**src/rtl/load_store_unit.sv**
```systemverilog
// load_store_unit: byte-addressed load/store front end for a word-wide data BRAM
module load_store_unit #(
   parameter int          ADDR_WIDTH = 12,
   parameter logic [31:0] BASE_ADDR  = 32'h0001_0000
) (
   input  logic                  clk,
   input  logic                  rst_n,
   input  logic                  i_req_valid,
   output logic                  o_req_ready,
   input  logic                  i_req_we,
   input  logic [2:0]            i_req_funct3,
   input  logic [31:0]           i_req_addr,
   input  logic [31:0]           i_req_wdata,
   output logic                  o_resp_valid,
   output logic                  o_resp_err,
   output logic [31:0]           o_resp_rdata,
   output logic                  o_mem_we,
   output logic [ADDR_WIDTH-1:0] o_mem_addr,
   output logic [31:0]           o_mem_wdata,
   output logic [3:0]            o_mem_wstrb,
   input  logic [31:0]           i_mem_rdata
);
   typedef enum logic [2:0] {S_IDLE, S_STORE, S_LOAD_ADDR, S_LOAD_DATA, S_ERR} state_t;
   state_t                r_state, w_next;
   logic [2:0]            r_funct3;
   logic [1:0]            r_off;
   logic [ADDR_WIDTH-1:0] r_mem_addr;
   logic [31:0]           r_mem_wdata;
   logic                  w_accept, w_range_err, w_illegal, w_misalign, w_err;
   logic [31:0]           w_wdata_rep, w_load;
   logic [7:0]            w_byte;
   logic [15:0]           w_half;
   logic [3:0]            w_strb;

   assign o_req_ready = (r_state == S_IDLE);
   assign w_accept    = i_req_valid && o_req_ready;
   assign w_range_err = i_req_addr[31:ADDR_WIDTH+2] != BASE_ADDR[31:ADDR_WIDTH+2];
   assign w_illegal   = (i_req_funct3 == 3'b011) || (i_req_funct3[2:1] == 2'b11) || (i_req_we && i_req_funct3[2]);
   assign w_misalign  = (i_req_funct3[1:0] == 2'b01 && i_req_addr[0]) ||
                        (i_req_funct3[1:0] == 2'b10 && i_req_addr[1:0] != 2'b00);
   assign w_err       = w_range_err || w_illegal || w_misalign;
   assign w_wdata_rep = (i_req_funct3[1:0] == 2'b00) ? {4{i_req_wdata[7:0]}} :
                        (i_req_funct3[1:0] == 2'b01) ? {2{i_req_wdata[15:0]}} : i_req_wdata;
   assign w_strb      = (r_funct3[1:0] == 2'b00) ? (4'b0001 << r_off) :
                        (r_funct3[1:0] == 2'b01) ? (4'b0011 << r_off) : 4'b1111;
   assign w_byte      = i_mem_rdata[8*r_off +: 8];
   assign w_half      = r_off[1] ? i_mem_rdata[31:16] : i_mem_rdata[15:0];
   assign w_load      = (r_funct3[1:0] == 2'b00) ? {{24{~r_funct3[2] & w_byte[7]}}, w_byte} :
                        (r_funct3[1:0] == 2'b01) ? {{16{~r_funct3[2] & w_half[15]}}, w_half} : i_mem_rdata;
   assign o_mem_addr  = r_mem_addr;
   assign o_mem_wdata = r_mem_wdata;

   // State register
   always_ff @(posedge clk or negedge rst_n) begin
      if (!rst_n) r_state <= S_IDLE;
      else        r_state <= w_next;
   end

   // Latch request fields and the BRAM word address/lane-replicated data on accept
   always_ff @(posedge clk or negedge rst_n) begin
      if (!rst_n) begin
         r_funct3    <= '0;
         r_off       <= '0;
         r_mem_addr  <= '0;
         r_mem_wdata <= '0;
      end else if (w_accept) begin
         r_funct3    <= i_req_funct3;
         r_off       <= i_req_addr[1:0];
         r_mem_addr  <= i_req_addr[ADDR_WIDTH+1:2];
         r_mem_wdata <= w_wdata_rep;
      end
   end

   // Next state and state-decoded outputs; write enable and strobes depend only on state
   always_comb begin
      w_next       = r_state;
      o_mem_we     = 1'b0;
      o_mem_wstrb  = 4'b0000;
      o_resp_valid = 1'b0;
      o_resp_err   = 1'b0;
      o_resp_rdata = 32'h0;
      case (r_state)
         S_IDLE:      w_next = !w_accept ? S_IDLE : w_err ? S_ERR : i_req_we ? S_STORE : S_LOAD_ADDR;
         S_STORE: begin
            o_mem_we     = 1'b1;
            o_mem_wstrb  = w_strb;
            o_resp_valid = 1'b1;
            w_next       = S_IDLE;
         end
         S_LOAD_ADDR: w_next = S_LOAD_DATA;
         S_LOAD_DATA: begin
            o_resp_valid = 1'b1;
            o_resp_rdata = w_load;
            w_next       = S_IDLE;
         end
         S_ERR: begin
            o_resp_valid = 1'b1;
            o_resp_err   = 1'b1;
            w_next       = S_IDLE;
         end
         default:     w_next = S_IDLE;
      endcase
   end
endmodule

```
**config.mk**
```make
export PLATFORM = sky130hd
export DESIGN_NAME = load_store_unit
export DESIGN_NICKNAME = d
export VERILOG_FILES = /design/src/rtl/load_store_unit.sv
export SDC_FILE = /design/constraint.sdc
export NUM_CORES = 1
export LEC_CHECK = 0
export CAP_MARGIN = 20
export CORE_MARGIN = 1.5
export CORE_UTILIZATION = 35
export CTS_BUF_LIST = sky130_fd_sc_hd__clkbuf_16
export DETAILED_ROUTE_END_ITERATION = 8
export PLACE_DENSITY = 0.75
export RECOVER_POWER = 25
export SYNTH_ARGS = -nofsm -noshare
export SYNTH_HDL_FRONTEND = slang
export SYNTH_SLANG_ARGS = --single-unit
```
**constraint.sdc**
```tcl
create_clock -name clk -period 1.75 [get_ports clk]
set_clock_uncertainty 0.1 [all_clocks]
set_input_delay 0.2625 -clock clk [delete_from_list [all_inputs] [get_ports clk]]
set_output_delay 0.2625 -clock clk [all_outputs]
set_load 0.01 [all_outputs]
```
==> results.cfg, run 1 <==
[worst_setup_path]
crit_chain = buf_6 > buf_6 > mux4_2 > and2_4 > buf_6 > a211oi_2 > nor3_2 > buf_2
worstSetupPathType = flop to output pin
rr_startpoint = r_state[2]
critPathBufInv = 4
crit_path_max_incr_delay_ns = 0.43
r2r-end = o_mem_addr[11]
reg2reg_depth = 7
startpoint_type = flop
cpMostUsedCell = buf_6
cp_num_cells = 8
cp_max_fo = 4
rrSetupSlack_ns = 0.12
required_ns = 1.39
slowest_stage = dfrtp_2
crit_family = buffers and inverters
crit_path_end_kind = output pin
arrival_ns = 1.93

[die]
ios = 187
core-area_um2 = 8850
rows = 34
die_w_um = 99.2
start_util = 0.366
dieArea_um2 = 9830
die_h_um = 99.2

[logic_synthesis]
synth_top_cell_area_share = 0.402
syn-cell-area_um2 = 3240
synth_cell_types = 36
synth_top_area_cell = dfrtp_1
postSynthAreaPerCell_um2 = 8.36
seq_area_frac_synth = 0.402
yosys-top-cells-area = dfrtp_1 40%, nand2_1 14%, mux2i_1 8.4%, mux4_1 5.7%, o21ai_0 4.3%
syn_inst = 387
postSynth.asyncResetShare = 1.00
ys_warn_count = 0
syn-num-nets = 494
ys.flop_type = dfrtp_1
synth_edf_count = 0
ys_ff_latch = 52

[cts]
cts.path.max_buffers = 2
clk_latency_ns = 0.28
path_clk_slew_ns = 0.07
htree_levels = 2
cts-root-buf = clkbuf_16
clkSinkCount = 52
cts_inserted_buffers = 5
cts_tree = yes

[hold_path]
hold_class = flop to flop
hold-path-cell-count = 2
min-delay-start = o_mem_wdata[4]
hold_end = o_mem_wdata[4]

[power]
power.leakage_nw = 2.87
clockPowerShare = 0.247
switching_share = 0.298
vdd_ir_drop_max_v = 0.000673
power_switching_mw = 1.30
p_int_mw = 3.07
powerDensity_nw_per_um2 = 694
total_power_mw = 4.37
seq_power_share = 0.334
p_comb_frac = 0.419

[finish]
area_growth_pct = 94.9
drive_gt1_frac = 0.326
final_common_cell = clkdlybuf4s50_1
antenna_cells = 0
mostFrequentLayoutCells = 142 x clkdlybuf4s50_1, 121 x nand2_1, 61 x buf_4
nets = 753
fillerInstances = 674
fin_cells = 755

[global_routing]
antenna_found_initial = 0
grt_max_degree = 58
grt_overflow = 0
grt_usage = 0.251
grt_pass1_wl_mm = 19.8
first_global_vias = 3989

[route]
drt_iter0_drc = 98
ant_nets = 0
dr.pass1.iters = 4
viasPerCell = 5.14
routed_wl_mm = 12.8
num_vias = 3881
post_drt_wl_per_cell_um = 16.9
drc = 0

[sta]
finalHoldViolations = 0
finalCritPeriodShare = 1.31
final.setup.tns_ns = -16.83
timing.final.ws_setup_ns = -0.545
setup_violations = 36
slew_headroom = 0.526
hold_slack_ns = 0.378
tightest_slew_ns = 0.711
fin_crit_ns = 2.30
grt_setup_unrepaired = yes
max_freq_mhz = 436
maxSlewViolCount = 0

[placed_design]
dp.cells = 716
gp_congestion = 0.904
port_buffers = 186
hpwl_mm = 9.01

[run_status]
outcome = finished with violations
failed_checks = negative setup slack

[flow_run]
cap_violations = 0
[what timing repair did]
| item | 4_1_cts | 5_1_grt |
|---|---|---|
| hold endpoints to repair | 52 | 0 |
| buffers inserted | 22 | 9 |
| hold buffers | 1 | 0 |
| pin swaps | 22 | 23 |
| resized for setup | 211 | 44 |
| setup endpoints to repair | 40 | 38 |
| gates cloned | 1 | 0 |
[power by group through the flow]
stage,Sequential (mW),Clock (mW),Combinational (mW)
3_5_place_dp,1.48,0,1.48
6_report,1.46,1.08,1.83
5_1_grt,1.48,1.15,1.96
2_1_floorplan,1.54,0,0.528
3_3_place_gp,1.47,0,1.45
4_1_cts,1.46,1.11,1.70
[how the worst max path moves through the flow]
stage	from	end	slack, ns
floorplan	r_off[0]	o_resp_rdata[15]	-0.04
global placement	i_mem_rdata[31]	o_resp_rdata[9]	-0.73
detailed placement	i_mem_rdata[31]	o_resp_rdata[8]	-0.78
CTS	r_off[1]	o_resp_rdata[23]	-0.53
global route	r_off[1]	o_resp_rdata[15]	-0.59
finish	r_off[1]	o_resp_rdata[15]	-0.55
[area by class of cell]
type / instances / area [um2] / area share
repair buffers: 279 / 2570 / 0.408
clock inverters: 3 / 38.8 / 0.00615
well taps: 108 / 135 / 0.0214
flip-flops and latches: 52 / 1310 / 0.207
inverters: 5 / 28.8 / 0.00456
clock buffers: 5 / 125 / 0.0198
multi-input cells: 303 / 2100 / 0.333
[kinds of logic after synthesis]
kind of cell	count (synthesis)	share of synthesized area
buffers and inverters	32	0.0449
AO/OA/AOI/OAI	61	0.119
multiplexers	35	0.147
AND/OR/NAND/NOR	203	0.271
flip-flops	52	0.402
adder cells (fa/ha/maj)	4	0.0155
[sequential cells by signal, summed over array words and instances, names as in the netlist]
signal,count
o_mem_addr,12
o_mem_wdata,32
r_funct3,3
r_off,2
r_state,3
[metrics by stage]
stage / worst slack (ns) / util / area (um2)
floorplan: -0.0373 / - / 3320
global placement: -0.729 / 0.649 / 5740
detailed placement: -0.785 / 0.649 / 5740
CTS: -0.528 / 0.688 / 6080
global route: -0.590 / 0.713 / 6300
finish: -0.545 / 0.713 / 6300
[routing by layer]
| metal | track usage | up-vias | part of all wire |
|---|---|---|---|
| li1 | - | 1846 | - |
| met1 | 0.287 | 1821 | 0.37 |
| met2 | 0.458 | 191 | 0.51 |
| met3 | 0.0752 | 23 | 0.094 |
| met4 | 0.0639 | 0 | 0.024 |
| met5 | 0 | - | 0 |
[cell usage after synthesis, types with 2 or more instances]
cell / count
nor3b_1: 2
mux2i_1: 27
a31oi_1: 7
inv_1: 5
nor3_1: 19
clkbuf_1: 13
or2_2: 3
nor2b_1: 18
ha_1: 4
buf_2: 11
mux4_1: 7
nand2_1: 124
nor2_1: 26
a21oi_1: 10
dfrtp_1: 52
and2_1: 2
nor4_1: 4
o21ai_0: 28
a311oi_1: 8
[worst reg2reg max path, delay by kind of cell (launching register included)]
family        cells  cell delay [ns]
flops             1             0.42
simple gates      4             0.56
buf+inv           3             0.52
No activity file was read; power rests on OpenSTA's default activity.
==> inputs of run 2 (changes only) <==
CAP_MARGIN = 5   (was 20)
SKIP_CTS_REPAIR_TIMING = 1   (was unset)
==> results.cfg, run 2 (synthesized netlist as in run 1, its figures left out) <==
[finish]
antenna_cells = 0
drive_gt1_frac = 0.251
fillerInstances = 701
register_area_um2 = 1300
nets = 736
final_common_cell = clkdlybuf4s50_1
multi_input_area_um2 = 1960
mostFrequentLayoutCells = 145 x clkdlybuf4s50_1, 121 x nand2_1, 57 x buf_4
largest_reg_flops = 32
final_cell_area_um2 = 6110
area_growth_pct = 88.8

[hold_path]
hold-path-cell-count = 2
hold_end = o_mem_wdata[4]
min-delay-start = o_mem_wdata[4]
hold_class = flop to flop

[cts]
cts.path.max_buffers = 2
clk_latency_ns = 0.28
htree_levels = 2
cts-root-buf = clkbuf_16
path_clk_slew_ns = 0.07
clkSinkCount = 52
cts_tree = yes
cts_inserted_buffers = 5

[placed_design]
hpwl_mm = 9.01
port_buffers = 186
gp_congestion = 0.904
dpl_cell_area_um2 = 5740

[run_status]
outcome = finished with violations
failed_checks = negative setup slack

[die]
die_w_um = 99.2
die_h_um = 99.2
dieArea_um2 = 9830
core-area_um2 = 8850
ios = 187
start_util = 0.366
rows = 34

[worst_setup_path]
startpoint_type = primary input
cp_max_fo = 6
worstSetupPathType = primary input to output pin
rr_startpoint = r_state[2]
reg2reg_depth = 7
arrival_ns = 2.01
r2r-end = o_mem_addr[11]
required_ns = 1.39
rrSetupSlack_ns = 0.14
crit_path_end_kind = output pin

[power]
vdd_ir_drop_max_v = 0.000666
power.leakage_nw = 3.03
powerDensity_nw_per_um2 = 676

[sta]
fin_crit_ns = 2.37
slew_headroom = 0.524
timing.final.ws_setup_ns = -0.624
hold_slack_ns = 0.378
setup_violations = 36
maxSlewViolCount = 0
grt_setup_unrepaired = yes
tightest_slew_ns = 0.714
finalHoldViolations = 0
max_freq_mhz = 421
finalCritPeriodShare = 1.36

[route]
viasPerCell = 5.08
post_drt_wl_per_cell_um = 16.3
routed_wl_mm = 12.0
drt_iter0_drc = 114
dr.pass1.iters = 4
drc = 0
ant_nets = 0
num_vias = 3752

[global_routing]
antenna_found_initial = 0
grt_overflow = 0
grt_max_degree = 58
first_global_vias = 3864
grt_pass1_wl_mm = 18.8
grt_usage = 0.236

[flow_run]
cap_violations = 0
-- run 2: cell count changes in the layout (fill, tap and decap cells not counted), sizes merged --
cell / before / now
buf: 129 / 87
dlymetal6s2s: 0 / 19
clkbuf: 9 / 15
clkdlybuf4s50: 142 / 145
dlygate4sd2: 3 / 0
-- run 2: where the power goes --
group	leakage [nW]	internal [mW]	switching (mW)	total [mW]
sequential	0.642	1.36	0.0972	1.46
clock	0.0850	0.667	0.411	1.08
combinational	2.30	0.900	0.693	1.59
total	3.03	2.93	1.20	4.13
-- run 2: layout make-up --
class / count / area share
Timing Repair Buffer: 262 / 0.413
Clock inverter: 3 / 0.00635
Inverter: 5 / 0.00389
Multi-Input combinational cell: 303 / 0.321
Clock buffer: 5 / 0.0205
Tap cell: 108 / 0.0221
Sequential cell: 52 / 0.213
-- run 2: worst max path at each step --
stage,from,to,depth (start not counted)
2_1_floorplan,r_off[0],o_resp_rdata[15],5
3_3_place_gp,i_mem_rdata[31],o_resp_rdata[9],6
3_5_place_dp,i_mem_rdata[31],o_resp_rdata[8],6
4_1_cts,r_off[1],o_resp_rdata[0],6
5_1_grt,r_off[0],o_resp_rdata[11],7
6_report,i_mem_rdata[31],o_resp_rdata[11],8
-- run 2: metal layers --
layer	routed length (um)	track usage
met5	0	0
met1	4690	0.272
met4	298	0.0813
met2	5930	0.417
met3	1110	0.0724
-- run 2: worst max-delay path: stages --
cell,delay (ns)
clkdlybuf4s50_1,0.46
mux4_2,0.51
and2_4,0.17
o21bai_4,0.22
buf_6,0.13
buf_6,0.08
a31oi_1,0.03
buf_2,0.14
-- run 2: per-stage QoR --
step / std cells / util / setup WS, ns / setup TNS, ns / total power [mW]
after CTS: 724 / 0.668 / -0.890 / -30.44 / 4.06
final: 738 / 0.690 / -0.624 / -15.44 / 4.13
after floorplan: 387 / - / -0.0373 / -0.238 / 2.06
after global placement: 716 / 0.649 / -0.729 / -21.55 / 2.92
after global routing: 738 / 0.690 / -0.663 / -17.73 / 4.34
after detailed placement: 716 / 0.649 / -0.785 / -22.86 / 2.95
==> RTL change 1 (flow settings as in run 1) <==
Put a register stage on the output `o_resp_err`, with the module's reset. The value now appears one clock later. The other outputs are not delayed to match.
--- a/src/rtl/load_store_unit.sv
+++ b/src/rtl/load_store_unit.sv
@@ -23,2 +23,4 @@
    typedef enum logic [2:0] {S_IDLE, S_STORE, S_LOAD_ADDR, S_LOAD_DATA, S_ERR} state_t;
+
+   logic o_resp_err_d;
    state_t                r_state, w_next;
@@ -79,3 +81,3 @@
       o_resp_valid = 1'b0;
-      o_resp_err   = 1'b0;
+      o_resp_err_d = 1'b0;
       o_resp_rdata = 32'h0;
@@ -97,3 +99,3 @@
             o_resp_valid = 1'b1;
-            o_resp_err   = 1'b1;
+            o_resp_err_d = 1'b1;
             w_next       = S_IDLE;
@@ -103,2 +105,10 @@
    end
+   always_ff @(posedge clk or negedge rst_n) begin
+      if (!rst_n) begin
+         o_resp_err <= '0;
+      end else begin
+         o_resp_err <= o_resp_err_d;
+      end
+   end
+
 endmodule
Check against the original RTL: not equivalent (a bounded check fails within 4 cycles, from zero or initial values and one cycle with rst_n low).
==> RTL change 1 against run 1 <==
The run still ends with setup timing left; setup slack worse by 0.043 ns; die area down 2.1%; wire length down 2.8%; hold slack better by 0.0045 ns; area after synthesis down 2.2%; fmax down 1.8%; power down 7.8%; register-to-register slack worse by 0.02 ns; sequential cell count up 1; final area down 4.3%; critical endpoint is now o_resp_rdata[3].
==> RTL change 1: results (changes against run 1) <==
routing usage on met1 29.6% (+0.89 points); detailed-placement wirelength estimate 9.25 mm (+2.6%); relative slew slack 66.3% (+14 points); end point of the most critical hold path o_mem_wdata[1]$_DFFE_PN0P_; Post-Synth Adder-Cell Area 1.58% (+0.034 points); syn_area_per_cell 8.56 um^2 (+2.3%); Area growth, synth to finish 90.6%; setup slack of the critical path after layout -0.588 ns (-0.0431 ns); Hold Startpoint o_mem_wdata[1]$_DFFE_PN0P_; via count of the first global-routing pass 3858 (-3.3%); static leakage 2.91 nW (+1.3%); Worst R2R Start r_state[1]$_DFF_PN0_; met3 Resource Use GR 8.02% (+0.50 points); global-route wire length before repair 19.5 mm (-1.7%); reg2reg end o_mem_wdata[2]$_DFFE_PN0P_; fraction of layout cells with a size suffix above 1 29.3% (-3.3 points); average wire per standard cell 17.1 um (+0.71%); global routing usage summed across all routing layers 25.1% (about the same); count of final setup violators 37 (+2.8%); total number of nets in the final design 727 (-3.5%); Final Wtd Congestion 0.936 (+3.5%); number of buffers on the longest clock path 2 (unchanged); FILL cells 707 (+4.9%); cell count after placement 703 (-1.8%); drt total wl 12.4 mm (-2.8%); Synth Area in Compound Gates 15.2% (+3.3 points); IR Drop Worst-Case VDD 760 uV (+13%); count of distinct cell types in the synthesized netlist 35 (-2.8%); DR vias/cell 5.10 (-0.81%); clock slew seen by the registers of the worst setup and hold paths 0.07 ns (about the same); outcome finished with violations; sequential-to-total area share from yosys stat 41.9% (+1.7 points); share of the core filled with cells 68.8% (-2.4 points); GR Util met2 44.1% (-1.8 points); register-to-register setup slack 0.10 ns (-0.02 ns); failing checks setup timing; signal arrival time at the worst endpoint 1.98 ns (+0.05 ns)
[RTL change 1: layer usage]
metal	vias to the layer above	part of all wire, %
met2	172	49
met1	1751	39
met3	21	9.3
met4	0	2.3
li1	1773	-
met5	-	0
[RTL change 1: repair_timing]
| item | in CTS | in global routing |
|---|---|---|
| setup endpoints to repair | 39 | 80 |
| gates cloned | 0 | 1 |
| resized for setup | 199 | 26 |
| endpoints found under the hold margin | 17 | 0 |
| hold buffers | 1 | 0 |
| pin swaps | 12 | 12 |
| buffers inserted | 11 | 9 |
[RTL change 1: where the power goes]
group | switching [mW] | internal, mW | total (mW)
combinational | 0.695 | 0.895 | 1.59
clock | 0.430 | 0.521 | 0.951
sequential | 0.105 | 1.39 | 1.49
total | 1.23 | 2.80 | 4.03
[RTL change 1: cell type report]
| class | instances | area [um^2] | share of cell area (%) |
|---|---|---|---|
| multi-input cells | 284 | 1950 | 32.3 |
| repair buffers | 270 | 2450 | 40.6 |
| inverters | 6 | 30.0 | 0.498 |
| flip-flops and latches | 53 | 1330 | 22.0 |
| clock inverters | 3 | 13.8 | 0.228 |
| well taps | 108 | 135 | 2.24 |
| clock buffers | 5 | 125 | 2.07 |
[RTL change 1: cells by family after synthesis]
| family | count (synthesis) |
|---|---|
| AOI/OAI and AO/OA | 77 |
| adders and majority gates | 4 |
| buffers and inverters | 33 |
| DFF | 53 |
| muxes | 36 |
| and+or+nand+nor | 167 |
[RTL change 1: how the worst max path moves through the flow]
stage / end / depth (start not counted) / slack (ns)
final: o_resp_rdata[3] / 7 / -0.59
after detailed placement: o_resp_rdata[11] / 6 / -0.91
after global routing: o_resp_rdata[13] / 7 / -0.67
after CTS: o_resp_rdata[3] / 8 / -0.65
after global placement: o_resp_rdata[15] / 6 / -0.86
after floorplan: o_resp_rdata[21] / 6 / -0.13
[RTL change 1: worst max-delay path, stage by stage (launching register included)]
cell and delay [ns]:
dfrtp_1 0.41, buf_4 0.15, buf_12 0.13, buf_4 0.13
mux4_2 0.33, nor2_2 0.04, a311oi_2 0.29, buf_2 0.20
[RTL change 1: through the flow]
stage                     hold WS [ns]  worst slack [ns]  total power [mW]  TNS [ns]
final                            0.382            -0.588              4.03    -15.77
after global routing             0.398            -0.669              4.24    -18.72
after CTS                        0.379            -0.646              4.01    -15.36
after detailed placement         0.154            -0.906              2.93    -25.82
after global placement           0.146            -0.863              2.89    -24.67
after floorplan                 -0.133            -0.125              2.06     -2.64
==> RTL change 2 (config.mk and constraints of run 1) <==
Made on the original files. Change the parameter `ADDR_WIDTH` from 12 to 13.
--- a/src/rtl/load_store_unit.sv
+++ b/src/rtl/load_store_unit.sv
@@ -2,3 +2,3 @@
 module load_store_unit #(
-   parameter int          ADDR_WIDTH = 12,
+   parameter int          ADDR_WIDTH = 13,
    parameter logic [31:0] BASE_ADDR  = 32'h0001_0000
Ports: changed (resized o_mem_addr); port bits go from 187 to 188. The function was not compared with the original's and may differ.
==> RTL change 2 against run 1 <==
The flow still finishes with violations (setup timing); first-iteration DRC count grew 44%; power fell by 2.8%; area after synthesis grew 1.4%; wire length is 0.65% higher; final area shrank 4.1%; setup slack worse by 0.052 ns; sequential cell count is 1 higher.
==> RTL change 2: results (changes against run 1) <==
outcome finished with violations; failing checks setup timing; dominant cells by area after synthesis dfrtp_1 (40%), nand2_1 (15%), mux2i_1 (8.2%), mux4_1 (5.6%), o21ai_0 (4.6%); global routing usage summed across all routing layers 24.6% (-0.47 points); Hold Startpoint o_mem_wdata[15]$_DFFE_PN0P_; top fanout value on the critical path 8 (+4); slowest stage cell on the critical path dfrtp_2; number of flip-flops under the largest register name 32 (unchanged); count of input and output buffers 187 (+0.54%); FILL cells 747 (+11%); Final Wtd Congestion 1.00 (+11%); fraction of layout cells with a size suffix above 1 27.0% (-5.6 points); most frequent cells after synthesis nand2_1 (129), dfrtp_1 (53), o21ai_0 (30); signal arrival time at the worst endpoint 1.98 ns (+0.05 ns); pin count of the biggest net entering global routing 50 (-14%); Fin Hold WS 0.381 ns (+0.00337 ns); clock tree root driver cell clkbuf_16; crit-path leading delay family flip-flops; register-to-register setup slack 0.11 ns; drt first-iter violations 141 (+44%); detailed-placement wirelength estimate 9.37 mm (+4.0%); Post-DP Area 5680 um^2 (-1.1%); Slew @ Worst Pin 0.928 ns (+0.217 ns); post-synth net total 501 (+1.4%); path category of the worst min-delay check reg -> reg; maximum single-stage delay on the critical path 0.49 ns (+0.06 ns); r2r worst-path depth 7 (unchanged); total via count after detailed routing 3895 (+0.36%); global-route wire length before repair 19.3 mm (-2.6%); total number of nets in the final design 743 (-1.3%); average wire per standard cell 17.2 um (+1.6%); setup slack of the critical path after layout -0.597 ns (-0.0519 ns); setup TNS after final layout -16.64 ns (+0.191 ns); via count of the first global-routing pass 3964 (-0.63%); static leakage 2.77 nW (-3.7%); count of final setup violators 36 (unchanged); IR Drop Worst-Case VDD 523 uV (-22%); sequential-to-total area share from yosys stat 40.4% (+0.23 points); Worst R2R Start r_state[2]$_DFF_PN0_; end point of the most critical hold path o_mem_wdata[15]$_DFFE_PN0P_; reg2reg end r_state[0]$_DFF_PN0_; count of distinct cell types in the synthesized netlist 35 (-2.8%)
==> RTL change 2: changes by cell type in the layout (fill, tap and decap cells not counted), sizes merged, moves of 2 or more <==
cell,before,now
nor3,19,21
o21ai,28,30
a21oi,11,13
dlygate4sd2,3,1
clkdlybuf4s50,142,144
nor4,4,2
nand2,124,129
buf,129,106
clkdlybuf4s15,0,3
dlymetal6s2s,0,2
==> RTL change 2: timing repair <==
item	CTS	global route
endpoints found under the setup margin	40	41
endpoints found under the hold margin	15	0
buffers inserted	8	10
pin swaps	9	15
gates resized for setup	177	40
gates cloned	1	1
hold buffers	1	0
==> RTL change 2: cell families (layout without fill, tap and decap cells) <==
family / count (synthesis) / in the layout / synth area share, %
adders and majority gates: 4 / 4 / 1.53
DFF: 53 / 53 / 40.4
buffers and inverters: 33 / 275 / 4.62
AOI/OAI and AO/OA: 62 / 63 / 11.7
and+or+nand+nor: 207 / 207 / 27.2
muxes: 35 / 35 / 14.5
==> RTL change 2: power by group <==
group | switching (mW) | total [mW] | internal, mW
clock network | 0.456 | 1.13 | 0.678
registers | 0.108 | 1.49 | 1.39
logic | 0.720 | 1.63 | 0.906
==> RTL change 2: through the flow <==
step	std cells	utilization [%]	setup slack (ns)	total power, mW
finish	748	66.0	-0.597	4.25
global route	748	66.0	-0.631	4.47
CTS	738	64.8	-0.578	4.20
detailed placement	720	62.1	-0.899	2.95
global placement	720	62.1	-0.784	2.91
floorplan	394	-	-0.0654	2.08
==> RTL change 2: per-layer routing <==
metal	GRT usage (%)	vias to the layer above	wire, um
li1	-	1823	-
met1	26.9	1838	4870
met2	44.4	206	6360
met3	8.01	28	1350
met4	9.21	0	299
met5	0	-	0
==> RTL change 2: final cells by class <==
class	count	area share, %
Timing Repair Buffer	262	39.7
Multi-Input combinational cell	309	32.9
Sequential cell	53	22.0
Tap cell	111	2.30
Clock buffer	5	2.07
Clock inverter	3	0.724
Inverter	5	0.310
==> RTL change 2: how the worst max path moves through the flow <==
| stage | end | depth (start not counted) | slack, ns | startpoint |
|---|---|---|---|---|
| 2_1_floorplan | o_resp_rdata[18] | 6 | -0.07 | r_off[0]$_DFFE_PN0P_ |
| 3_3_place_gp | o_resp_rdata[27] | 7 | -0.78 | i_mem_rdata[7] |
| 3_5_place_dp | o_resp_rdata[17] | 7 | -0.90 | i_mem_rdata[7] |
| 4_1_cts | o_resp_rdata[11] | 6 | -0.58 | r_off[0]$_DFFE_PN0P_ |
| 5_1_grt | o_resp_rdata[20] | 7 | -0.63 | r_off[1]$_DFFE_PN0P_ |
| 6_report | o_resp_rdata[20] | 7 | -0.60 | r_off[1]$_DFFE_PN0P_ |
